$ cat src/rtl/rgb_color_decoder.sv
// rtl/rgb_color_decoder.sv - RGB LED hue decoder with glitch filter, dwell timer and sequence lock FSM
// Optional dwell tolerance checker is built only when RGB_DWELL_CHECK_EN is defined.
module rgb_color_decoder #(
   parameter int SYNC_STAGES = 2,
   parameter int MIN_STABLE  = 4,
   parameter int DWELL_BITS  = 24,
   parameter int LOCK_COUNT  = 6
`ifdef RGB_DWELL_CHECK_EN
   ,
   parameter int EXPECTED_DWELL = 2000000,
   parameter int DWELL_TOL      = 1000
`endif
) (
   input  logic                  clk,
   input  logic                  rst_n,
   input  logic                  RGB_R,
   input  logic                  RGB_G,
   input  logic                  RGB_B,
   output logic [2:0]            color,
   output logic                  color_valid,
   output logic [DWELL_BITS-1:0] dwell,
   output logic                  dwell_valid,
   output logic                  seq_err,
   output logic                  locked,
   output logic                  dwell_err
);

   localparam int FCW = $clog2(MIN_STABLE + 1);
   localparam int GCW = $clog2(LOCK_COUNT + 1);

   typedef enum logic [1:0] {S_IDLE, S_TRACK, S_LOCKED} state_t;

   function automatic logic [2:0] decode_pat(input logic [2:0] p);
      case (p)
         3'b011:  return 3'd0;
         3'b001:  return 3'd1;
         3'b101:  return 3'd2;
         3'b100:  return 3'd3;
         3'b110:  return 3'd4;
         3'b010:  return 3'd5;
         3'b111:  return 3'd6;
         default: return 3'd7;
      endcase
   endfunction

   logic [2:0]            sync_q [SYNC_STAGES];
   logic [2:0]            sync_pat;
   logic [2:0]            cand_q;
   logic [2:0]            acc_pat_q;
   logic [FCW-1:0]        cnt_q;
   logic [FCW-1:0]        run_len;
   logic                  accept_now;
   logic                  acc_evt_q;
   logic [2:0]            hue;
   logic [DWELL_BITS-1:0] seg_cnt_q;
   logic [DWELL_BITS-1:0] dwell_next;
   logic                  first_seg_q;
   state_t                state_q, state_d;
   logic [GCW-1:0]        good_q, good_d, good_inc;
   logic [2:0]            prev_q, prev_d, succ_hue;
   logic                  is_hue, succ_hit, seq_err_d;

   always_ff @(posedge clk or negedge rst_n) begin
      if (!rst_n) begin
         for (int i = 0; i < SYNC_STAGES; i++) sync_q[i] <= 3'b111;
      end else begin
         sync_q[0] <= {RGB_R, RGB_B, RGB_G};
         for (int i = 1; i < SYNC_STAGES; i++) sync_q[i] <= sync_q[i-1];
      end
   end

   assign sync_pat   = sync_q[SYNC_STAGES-1];
   // run_len counts the current sample, so a fresh candidate starts at 1
   assign run_len    = (sync_pat == cand_q) ? cnt_q + FCW'(1) : FCW'(1);
   assign accept_now = (sync_pat != acc_pat_q) && (run_len >= FCW'(MIN_STABLE));

   always_ff @(posedge clk or negedge rst_n) begin
      if (!rst_n) begin
         acc_pat_q <= 3'b111;
         cand_q    <= 3'b111;
         cnt_q     <= '0;
         acc_evt_q <= 1'b0;
      end else begin
         acc_evt_q <= accept_now;
         cand_q    <= sync_pat;
         if (sync_pat == acc_pat_q) begin
            cnt_q <= '0;
         end else if (accept_now) begin
            acc_pat_q <= sync_pat;
            cnt_q     <= '0;
         end else begin
            cnt_q <= run_len;
         end
      end
   end

   assign hue        = decode_pat(acc_pat_q);
   assign dwell_next = (seg_cnt_q == '1) ? seg_cnt_q : seg_cnt_q + 1'b1;

   always_ff @(posedge clk or negedge rst_n) begin
      if (!rst_n) begin
         seg_cnt_q   <= '0;
         first_seg_q <= 1'b1;
         color       <= 3'd6;
         color_valid <= 1'b0;
         dwell       <= '0;
         dwell_valid <= 1'b0;
      end else begin
         dwell_valid <= 1'b0;
         if (acc_evt_q) begin
            seg_cnt_q   <= '0;
            first_seg_q <= 1'b0;
            color       <= hue;
            color_valid <= (hue < 3'd6);
            // the segment that began at reset has no meaningful length
            if (!first_seg_q) begin
               dwell       <= dwell_next;
               dwell_valid <= 1'b1;
            end
         end else if (seg_cnt_q != '1) begin
            seg_cnt_q <= seg_cnt_q + 1'b1;
         end
      end
   end

`ifdef RGB_DWELL_CHECK_EN
   localparam logic [63:0] EXP64 = 64'(EXPECTED_DWELL);
   localparam logic [63:0] TOL64 = 64'(DWELL_TOL);
   logic [63:0] dn64;
   logic        tol_viol;

   always_comb begin
      dn64     = 64'(dwell_next);
      tol_viol = (dwell_next == '1) || (dn64 > EXP64 + TOL64) || (dn64 + TOL64 < EXP64);
   end

   always_ff @(posedge clk or negedge rst_n) begin
      if (!rst_n) dwell_err <= 1'b0;
      else        dwell_err <= acc_evt_q && !first_seg_q && tol_viol;
   end
`else
   assign dwell_err = 1'b0;
`endif

   assign is_hue   = (hue < 3'd6);
   assign succ_hue = (prev_q == 3'd5) ? 3'd0 : prev_q + 3'd1;
   assign succ_hit = (hue == succ_hue);
   assign good_inc = good_q + GCW'(1);

   always_ff @(posedge clk or negedge rst_n) begin
      if (!rst_n) begin
         state_q <= S_IDLE;
         good_q  <= '0;
         prev_q  <= '0;
         seq_err <= 1'b0;
      end else begin
         state_q <= state_d;
         good_q  <= good_d;
         prev_q  <= prev_d;
         seq_err <= seq_err_d;
      end
   end

   always_comb begin
      state_d = state_q;
      good_d  = good_q;
      prev_d  = prev_q;
      if (acc_evt_q) begin
         if (!is_hue) begin
            state_d = S_IDLE;
            good_d  = '0;
         end else begin
            prev_d = hue;
            case (state_q)
               S_IDLE: begin
                  state_d = S_TRACK;
                  good_d  = '0;
               end
               S_TRACK: begin
                  if (succ_hit) begin
                     good_d = good_inc;
                     if (good_inc >= GCW'(LOCK_COUNT)) state_d = S_LOCKED;
                  end else begin
                     good_d = '0;
                  end
               end
               S_LOCKED: begin
                  if (!succ_hit) begin
                     state_d = S_TRACK;
                     good_d  = '0;
                  end
               end
               default: begin
                  state_d = S_IDLE;
                  good_d  = '0;
               end
            endcase
         end
      end
   end

   always_comb begin
      seq_err_d = 1'b0;
      locked    = (state_q == S_LOCKED);
      if (acc_evt_q) begin
         if (!is_hue) seq_err_d = (state_q == S_LOCKED);
         else         seq_err_d = (state_q != S_IDLE) && !succ_hit;
      end
   end

endmodule
$ cat config.mk
export PLATFORM = sky130hd
export DESIGN_NAME = rgb_color_decoder
export DESIGN_NICKNAME = d
export VERILOG_FILES = /design/src/rtl/rgb_color_decoder.sv
export SDC_FILE = /design/constraint.sdc
export NUM_CORES = 1
export LEC_CHECK = 0
export CAP_MARGIN = 20
export CORE_UTILIZATION = 30
export DETAILED_ROUTE_END_ITERATION = 7
export SYNTH_ARGS = -nofsm -noshare
export SYNTH_HDL_FRONTEND = slang
export SYNTH_SLANG_ARGS = --single-unit
$ cat constraint.sdc
create_clock -name clk -period 2.1 [get_ports clk]
set_input_delay 0.21 -clock clk [delete_from_list [all_inputs] [get_ports clk]]
set_output_delay 0.21 -clock clk [all_outputs]
set_load 0.02 [all_outputs]
==> metrics.cfg, run 1 <==
[floorplan]
fp-row-count=39
die_w_um=112
coreArea_um2=11700
ioPinCount=37
die_area_um2=12600
start_util_pct=31.4
die_h_um=112

[layout]
synthToLayoutAreaGrowth_pct=22.3
final_nets=402
final-seq-area_um2=2000
finalNonFillerCells=541
drive_gt1_share_pct=13.8
multi_input_area_um2=1530
n_antenna_cell=0
fill_cells=1097

[placed_design]
place_congestion=0.821
place_inst=524
hpwl_um=5040
port_buffers=35
pre_cts_slack_ns=0.173

[sta]
fin_ws_ns=0.155
relSlewSlack_pct=65.6
max_freq_ghz=0.514
whs_ns=0.273
tightest_slew_ns=0.516
fin_crit_ns=1.95
final_max_slew_viol_count=0
fin_skew_ns=0.0104
setup_viol=0
hold_viol_final=0
setup-tns-final_ns=0
grt_setup_unrepaired=false
finalCritPeriodShare_pct=92.6

[setup_path]
path_cells=or3b_2 > o22ai_1 > a22oi_2 > o21ai_1 > mux2_2
cpPeakStageDelay_ns=0.57
worst-path-buf-inv=0
r2r-end=good_q[0]
cp_max_fo=6
cp-end-kind=flip-flop
reg2reg_from=acc_pat_q[0]
ff2ff_path_depth=5
cp.required_ns=2.38
regToRegSetupSlack_ns=0.15
arrival_ns=2.22
critPathTopFamily=compound AO/OA/AOI/OAI gates
critical_path_class=reg -> reg
cp-start-kind=flip-flop
crit_path_top_delay_cell=dfstp_2

[detailed_routing]
vias=2645
first_pass_iters=4
avgViaCountPerCell=4.89
drcViolationCount=0
dr.first_iter.drc_count=164
wl_um=7230
drtAntennaViolNets=0
post_drt_wl_per_cell_um=13.4

[run_status]
outcome=completed

[hold_path]
hold_path_startpoint=RGB_G
min_path_type=in -> reg
whs_endpoint=sync_q[3]
min_path_cells=1

[clock_tree]
cts_tree=built
clk_pin_slew_worst_paths_ns=0.06
numClockSinks=79
htreeDepth=3
clockRootBuffer=clkbuf_16
clock_path_buffers=2
cts_buffers=9
worstSkewPairLatency_ns=0.34

[grt]
grt_pass1_vias=2535
grt-ovfl-total=0
grt_pass1_wl_um=12500
grt_usage_pct=12.7
antenna_found_initial=0
grt_max_degree=50

[synthesis]
synth_top_flop_cell=dfrtp_1
syn_avg_cell_area_um2=10.3
yosysWarnings=0
syn_area_um2=3660
ys_ff_latch=79
ys_seq_area_share_pct=54.5
synth-edff-count=0
synth_cell_types=56
async_flop_share_pct=100
synthCells=356

[power_and_ir_drop]
power_density_nw_per_um2=1050
p_leak_nw=1.89
vdd_drop_max_mv=0.430

[run]
maxCapViolations=0

## final cells by class
cell class | instances | share of cell area, %
flip-flops and latches | 79 | 44.6
well taps | 143 | 4.00
clock buffers | 14 | 6.12
multi-input cells | 245 | 34.1
clock inverters | 2 | 0.307
inverters | 13 | 1.09
repair buffers | 45 | 9.78
## layout by cell type (no fill, tap or decap), types with 6 or more instances in the layout
cell type,Yosys,final
clkdlybuf4s50_1,0,34
nand3_1,15,15
a21oi_1,10,10
xor2_1,8,8
nor2_1,27,27
nand2_1,37,37
dfrtp_1,64,64
buf_4,3,9
clkbuf_16,0,9
inv_1,13,13
xnor2_1,19,19
o21ai_1,6,6
o21ai_0,30,30
nor3_1,10,10
dfstp_2,15,15
## power breakdown
group	switching (mW)	total, mW	internal [mW]
Combinational	0.632	1.16	0.533
Clock	0.602	1.50	0.900
Sequential	0.248	2.05	1.80
Total	1.48	4.71	3.23
## layer usage
metal	global-route usage [%]	up-vias	routed length, µm
li1	-	1323	-
met1	17.0	1271	3650
met2	18.7	39	3160
met3	4.00	12	276
met4	6.13	0	144
met5	0	-	0
## flip-flops by register name, summed over array words and instances (netlist names)
signal / flops
dwell_valid: 1
sync_q: 3
good_q: 3
seg_cnt_q: 24
sync_pat: 3
acc_pat_q: 3
prev_q: 3
dwell: 24
color: 3
cand_q: 3
seq_err: 1
first_seg_q: 1
color_valid: 1
cnt_q: 3
acc_evt_q: 1
state_q: 2
## cell families after synthesis
| family | after synthesis | share of synthesized area [%] |
|---|---|---|
| AND/OR/NAND/NOR | 129 | 18.7 |
| flip-flops | 79 | 54.5 |
| adder cells (fa/ha/maj) | 4 | 1.37 |
| multiplexers | 7 | 2.08 |
| AO/OA/AOI/OAI | 76 | 13.0 |
| XOR/XNOR | 27 | 6.46 |
| buffers and inverters | 33 | 3.83 |
| other | 1 | 0.102 |
## through the flow
step                utilization [%]  instance area (µm²)  power, mW
finish                         38.4                 4480       4.71
CTS                            38.4                 4480       4.78
floorplan                         -                 3660       2.78
detailed placement             35.8                 4180       3.25
global route                   38.4                 4480       5.00
global placement               35.8                 4180       3.20
## synth_stat cells, types with 5 or more instances
cell type	number	area (µm²)
nand2_1	37	139
nand4_1	5	31.3
nor2_1	27	101
clkbuf_1	13	48.8
a211oi_1	5	37.5
a21oi_1	10	50.1
nand3_1	15	75.1
dfstp_2	15	394
o21ai_0	30	150
nor3_1	10	50.1
xor2_1	8	70.1
o21ai_1	6	30.0
inv_1	13	48.8
mux2_2	5	56.3
dfrtp_1	64	1600
xnor2_1	19	166
## what timing repair did
| item | CTS | global route |
|---|---|---|
| gates resized for setup | 0 | 0 |
| setup endpoints to repair | 0 | 0 |
| endpoints found under the hold margin | 29 | 0 |
| hold buffers | 1 | 0 |
| setup buffers | 0 | 0 |
## worst max path at each step
| stage | end | start | cells after the start | slack, ns |
|---|---|---|---|---|
| after detailed placement | good_q[0] | acc_pat_q[0] | 5 | 0.17 |
| after floorplan | dwell[2] | seg_cnt_q[0] | 8 | 0.26 |
| final | good_q[0] | acc_pat_q[0] | 5 | 0.15 |
| after CTS | good_q[0] | acc_pat_q[0] | 5 | 0.12 |
| after global routing | seg_cnt_q[2] | seg_cnt_q[0] | 6 | 0.02 |
| after global placement | seg_cnt_q[2] | seg_cnt_q[0] | 6 | 0.23 |
No activity file was read; power rests on OpenSTA's default activity.
==> inputs of run 2 (changes only) <==
==> constraint.sdc (replaced) <==
create_clock -name clk -period 2 [get_ports clk]
set_input_delay 0.2 -clock clk [delete_from_list [all_inputs] [get_ports clk]]
set_output_delay 0.2 -clock clk [all_outputs]
set_load 0.02 [all_outputs]
==> run 2 against run 1 <==
  * Wire length decreased by 2.0%
  * Total power increased by 1.7%
  * Global-route usage decreased by 0.30 points
  * Register-to-register slack about the same
  * Critical path depth unchanged
  * Combinational power increased by 4%
  * Sequential share of layout area increased by 0.11 points
  * Final cell count increased by 0.18%
  * Clock skew increased by 0.00078 ns
  * Sequential power increased by 5%
==> metrics.cfg, run 2 (synthesis gave the netlist of run 1 again) <==
[clock_tree]
clk_pin_slew_worst_paths_ns=0.06  ; about the same
cts_buffers=9  ; unchanged
clock_path_buffers=2  ; unchanged
numClockSinks=79  ; unchanged
post-cts-setup-buffer-count=0  ; unchanged
clockRootBuffer=clkbuf_16
cts_tree=built
htreeDepth=3  ; unchanged
worstSkewPairLatency_ns=0.33  ; about the same

[detailed_routing]
wl_um=7090  ; -2.0%
drcViolationCount=0  ; unchanged
dr.first_iter.drc_count=138  ; -16%
post_drt_wl_per_cell_um=13.1  ; -2.2%
vias=2642  ; -0.11%
drtAntennaViolNets=0  ; unchanged
first_pass_iters=5  ; +1
avgViaCountPerCell=4.87  ; -0.30%

[layout]
final_nets=403  ; +0.25%
drive_gt1_share_pct=14.5  ; +0.72 points
top_regs=dwell: 24 flops, seg_cnt_q: 24 flops
n_antenna_cell=0  ; unchanged
final_common_cell=dfrtp_1
synthToLayoutAreaGrowth_pct=22.0
fill_cells=1142  ; +4.1%
final_cell_mix=dfrtp_1 (64), nand2_1 (37), clkdlybuf4s50_1 (34)

[sta]
relSlewSlack_pct=65.2  ; -0.36 points
final_max_slew_viol_count=0  ; unchanged
setup_viol=0  ; unchanged
finalCritPeriodShare_pct=92.4  ; -0.24 points
whs_ns=0.269  ; -0.00393 ns
setup-tns-final_ns=0  ; unchanged
max_freq_ghz=0.541  ; +5.3%
fin_crit_ns=1.85  ; -0.0974 ns
fin_skew_ns=0.0112  ; +0.000780 ns
grt_setup_unrepaired=false
hold_viol_final=0  ; unchanged
tightest_slew_ns=0.522  ; +0.00546 ns

[floorplan]
coreArea_um2=11700  ; unchanged
die_w_um=112  ; unchanged
die_h_um=112  ; unchanged
die_area_um2=12600  ; unchanged
ioPinCount=37  ; unchanged
fp-row-count=39  ; unchanged
start_util_pct=31.4  ; unchanged

[run_status]
outcome=completed

[setup_path]
cp_max_fo=6  ; unchanged
r2r-end=good_q[0]
crit_path_top_delay_cell=dfstp_2
arrival_ns=2.13  ; -0.09 ns
reg2reg_from=acc_pat_q[0]
cpPeakStageDelay_ns=0.57  ; about the same
ff2ff_path_depth=5  ; unchanged
cp.required_ns=2.28  ; -0.10 ns
critical_path_class=reg -> reg
critPathLaunch=acc_pat_q[0]
cp-start-kind=flip-flop
cp-end-kind=flip-flop
cp-endpoint=good_q[0]
path_cells=or3b_2 > o22ai_1 > a22oi_2 > nor3_1 > mux2_2
regToRegSetupSlack_ns=0.15  ; about the same

[power_and_ir_drop]
power_density_nw_per_um2=1070  ; +2.0%
p_leak_nw=1.88  ; -0.57%
vdd_drop_max_mv=0.390  ; -9.4%

[hold_path]
min_path_type=in -> reg

[grt]
grt_pass1_vias=2607  ; +2.8%
grt-ovfl-total=0  ; unchanged
grt_max_degree=42  ; -16%
grt_usage_pct=12.4  ; -0.30 points
grt_pass1_wl_um=12600  ; +0.61%
antenna_found_initial=0  ; unchanged

[placed_design]
place_congestion=0.795  ; -3.3%
port_buffers=35  ; unchanged
hpwl_um=4990  ; -0.92%

[run]
maxCapViolations=0  ; unchanged

run 2: changes by cell type in the layout (fill, tap and decap cells not counted), sizes merged:
cell,change
clkinv,+3
clkbuf,-2
inv,-1
buf,+1
run 2: per-stage QoR:
step                power, mW  cells  instance area [µm²]  util [%]  setup slack, ns
finish                   4.80    542                 4470      38.3            0.152
global route             5.09    542                 4470      38.3           0.0306
CTS                      4.86    542                 4460      38.2           0.0982
detailed placement       3.38    525                 4190      35.9            0.111
global placement         3.35    525                 4190      35.9            0.148
floorplan                2.92    357                 3660         -            0.157
run 2: cell type report:
class | instances | area, µm² | area share (%)
Tap cell | 143 | 179 | 4.01
Sequential cell | 79 | 2000 | 44.7
Timing Repair Buffer | 46 | 445 | 9.97
Multi-Input combinational cell | 245 | 1540 | 34.4
Clock inverter | 4 | 23.8 | 0.532
Clock buffer | 12 | 236 | 5.29
Inverter | 13 | 48.8 | 1.09
run 2: worst max-delay path: cells and delay by family, from the launching register on:
kind	cells	cell delay (ns)
DFF	1	0.57
muxes	1	0.20
and+or+nand+nor	2	0.72
AOI/OAI and AO/OA	2	0.30
run 2: timing repair:
item / 4_1_cts / 5_1_grt
hold endpoints to repair: 30 / 0
hold buffers: 1 / 0
gates resized for setup: 0 / 3
endpoints found under the setup margin: 0 / 5
run 2: power breakdown:
| part | total, mW | internal [mW] | switching [mW] |
|---|---|---|---|
| clock | 1.44 | 0.836 | 0.602 |
| combinational | 1.21 | 0.556 | 0.655 |
| sequential | 2.15 | 1.89 | 0.258 |
| total | 4.80 | 3.28 | 1.51 |
run 2: worst min-delay path by stage:
stage / from / endpoint / slack [ns] / cells past startpoint
2_1_floorplan: rst_n / acc_evt_q / -0.1 / 0
3_3_place_gp: rst_n / dwell_valid / 0.20 / 1
3_5_place_dp: rst_n / dwell_valid / 0.21 / 1
4_1_cts: RGB_R / sync_q[5] / 0.26 / 1
5_1_grt: RGB_B / sync_q[4] / 0.26 / 1
6_report: RGB_R / sync_q[5] / 0.27 / 1
run 2: metal layers:
layer	track usage, %	vias up	routed length, µm
met5	0	-	0
met4	6.49	0	110
met3	2.92	7	213
met2	17.9	30	3090
met1	17.4	1286	3670
li1	-	1319	-
==> inputs of run 3 (changes only) <==
--- a/config.mk
+++ b/config.mk
@@ -6,8 +6,10 @@
 export NUM_CORES = 1
 export LEC_CHECK = 0
 export CAP_MARGIN = 20
+export CORE_MARGIN = 5
 export CORE_UTILIZATION = 30
 export DETAILED_ROUTE_END_ITERATION = 7
+export DONT_BUFFER_PORTS = 1
 export SYNTH_ARGS = -nofsm -noshare
 export SYNTH_HDL_FRONTEND = slang
 export SYNTH_SLANG_ARGS = --single-unit
==> run 3 against run 2 <==
  * The flow now finishes with violations (negative hold slack)
  * Die area rose by 15%
  * Total power fell by 1.8%
  * First-iteration DRC count rose by 8.7%
  * Via count fell by 3.5%
  * Global-route usage fell by 2.0 points
  * Clock-buffer cell count rose by 1
  * Utilization fell by 3.7 points
  * Critical path depth rose by 1
  * Clock power rose by 8%
  * Final cell count fell by 5.7%
==> metrics.cfg, run 3 (synthesis gave the netlist of run 1 again) <==
[run_status]
outcome=complete, but fails checks
violations=negative hold slack

[clock_tree]
cts_buffers=9  ; unchanged
htreeDepth=3  ; unchanged
clockRootBuffer=clkbuf_16
clk_pin_slew_worst_paths_ns=0.06  ; about the same
clock_path_buffers=2  ; unchanged
holdBufCountCts=3  ; +2
worstSkewPairLatency_ns=0.34  ; about the same
numClockSinks=79  ; unchanged
cts_tree=built
post-cts-setup-buffer-count=0  ; unchanged

[setup_path]
cp-end-kind=flip-flop
path_cells=ha_1 > nand2_1 > and4bb_1 > nand2_2 > and3_1 > nor3_1
regToRegSetupSlack_ns=0.1  ; -0.05 ns
critPathLaunch=seg_cnt_q[0]
cp.required_ns=2.24  ; -0.04 ns
crit_path_top_delay_cell=and4bb_1
cpPeakStageDelay_ns=0.53  ; -0.04 ns
cp-endpoint=seg_cnt_q[2]
cp-start-kind=flip-flop
ff2ff_path_depth=6  ; +1
arrival_ns=2.14  ; about the same
critical_path_class=reg -> reg
reg2reg_from=seg_cnt_q[0]
r2r-end=seg_cnt_q[2]
cp_max_fo=10  ; +4

[sta]
fin_crit_ns=1.90  ; +0.0531 ns
hold_viol_final=79  ; +79
whs_ns=-0.446  ; -0.716 ns
setup-tns-final_ns=0  ; unchanged
fin_ws_ns=0.0991  ; -0.0531 ns
final_max_slew_viol_count=0  ; unchanged
setup_viol=0  ; unchanged
finalCritPeriodShare_pct=95.0  ; +2.7 points
max_freq_ghz=0.526  ; -2.8%
grt_setup_unrepaired=false
fin_skew_ns=0.00639  ; -0.00483 ns

[detailed_routing]
post_drt_wl_per_cell_um=14.2  ; +9.0%
first_pass_iters=4  ; -1
vias=2549  ; -3.5%
wl_um=7280  ; +2.8%
drcViolationCount=0  ; unchanged
dr.first_iter.drc_count=150  ; +8.7%
avgViaCountPerCell=4.99  ; +2.3%
drtAntennaViolNets=0  ; unchanged

[floorplan]
die_area_um2=14500  ; +15%
fp-row-count=40  ; +2.6%
coreArea_um2=12000  ; +3.0%
ioPinCount=37  ; unchanged
die_w_um=120  ; +7.1%
die_h_um=120  ; +7.1%
start_util_pct=30.5  ; -0.91 points

[grt]
antenna_found_initial=0  ; unchanged
grt_usage_pct=10.5  ; -2.0 points
grt_pass1_wl_um=12100  ; -3.9%
grt-ovfl-total=0  ; unchanged
grt_max_degree=80  ; +90%
grt_pass1_vias=2391  ; -8.3%

[placed_design]
hpwl_um=4940  ; -1.0%
port_buffers=0  ; -100%
pre_cts_slack_ns=0.119  ; +0.00856 ns
place_congestion=0.805  ; +1.3%

[power_and_ir_drop]
combPwrFrac_pct=18.5  ; -6.8 points
clkPwrFrac_pct=32.9  ; +2.9 points
switchingPower_mw=1.49  ; -1.7%
swShare_pct=31.6  ; +0.043 points
seqPwrFrac_pct=48.6  ; +3.8 points
p_leak_nw=1.76  ; -6.4%
power_density_nw_per_um2=1130  ; +5.6%
intPower_mw=3.22  ; -1.9%
vdd_drop_max_mv=0.454  ; +16%

[layout]
final-seq-area_um2=2000  ; unchanged
fill_cells=1226  ; +7.4%
drive_gt1_share_pct=15.4  ; +0.85 points
top_regs=dwell: 24 flops, seg_cnt_q: 24 flops
final_common_cell=dfrtp_1
final_nets=369  ; -8.4%
synthToLayoutAreaGrowth_pct=13.4
n_antenna_cell=0  ; unchanged
multi_input_area_um2=1540  ; +0.24%
final_cell_mix=dfrtp_1 (64), nand2_1 (37), o21ai_0 (30)

[run]
maxCapViolations=0  ; unchanged

[hold_path]
min_path_type=in -> async

==> run 3: changes by cell type in the layout (fill, tap and decap cells not counted), sizes merged <==
| cell | change |
|---|---|
| clkinv | -4 |
| dlygate4sd3 | +2 |
| buf | -2 |
| clkinvlp | +2 |
| clkbuf | +1 |
| clkdlybuf4s50 | -34 |
==> run 3: area by class of cell <==
| type | count | share of cell area, % |
|---|---|---|
| Clock inverter | 2 | 0.362 |
| Multi-Input combinational cell | 245 | 37.1 |
| Tap cell | 147 | 4.43 |
| Inverter | 13 | 1.18 |
| Sequential cell | 79 | 48.1 |
| Timing Repair Buffer | 12 | 2.35 |
| Clock buffer | 13 | 6.51 |
==> run 3: critical path, delay by kind of cell (launching register included) <==
kind,cells,cell delay [ns]
AND/OR/NAND/NOR,5,1.19
flip-flops,1,0.42
adder cells (fa/ha/maj),1,0.20
==> run 3: worst min-delay path by stage <==
stage	slack [ns]	from	end	cells past startpoint
after detailed placement	-0.09	rst_n	dwell_valid	0
after floorplan	-0.1	rst_n	acc_evt_q	0
after global placement	-0.09	rst_n	dwell_valid	0
after CTS	-0.46	rst_n	dwell_valid	0
after global routing	-0.47	rst_n	dwell_valid	0
final	-0.45	rst_n	dwell_valid	0
==> run 3: repair_timing <==
item	CTS	global route
gates resized for setup	0	2
endpoints found under the hold margin	82	79
endpoints found under the setup margin	0	3
==> run 3: power by group through the flow <==
| stage | Combinational (mW) | Clock [mW] | Sequential [mW] |
|---|---|---|---|
| 3_5_place_dp | 0.863 | 0 | 2.31 |
| 6_report | 0.871 | 1.55 | 2.29 |
| 2_1_floorplan | 0.728 | 0 | 2.19 |
| 3_3_place_gp | 0.835 | 0 | 2.30 |
| 4_1_cts | 0.877 | 1.60 | 2.29 |
| 5_1_grt | 0.984 | 1.66 | 2.34 |
==> run 3: metal layers <==
layer	GRT usage, %	routed length (µm)	up-vias	part of all wire [%]
met5	0	0	-	0
met3	4.68	463	11	6.4
met2	14.6	3190	42	44
li1	-	-	1246	-
met4	5.03	152	0	2.1
met1	13.7	3480	1250	48
==> run 3: per-stage QoR <==
stage          std cells  hold WS [ns]  cell area [µm²]  power [mW]  util (%)
2_1_floorplan        357       -0.0956             3660        2.92         -
3_3_place_gp         493       -0.0938             3820        3.13      31.8
3_5_place_dp         493       -0.0939             3820        3.18      31.8
4_1_cts              511        -0.464             4140        4.76      34.5
5_1_grt              511        -0.468             4150        4.99      34.6
6_report             511        -0.446             4150        4.71      34.6
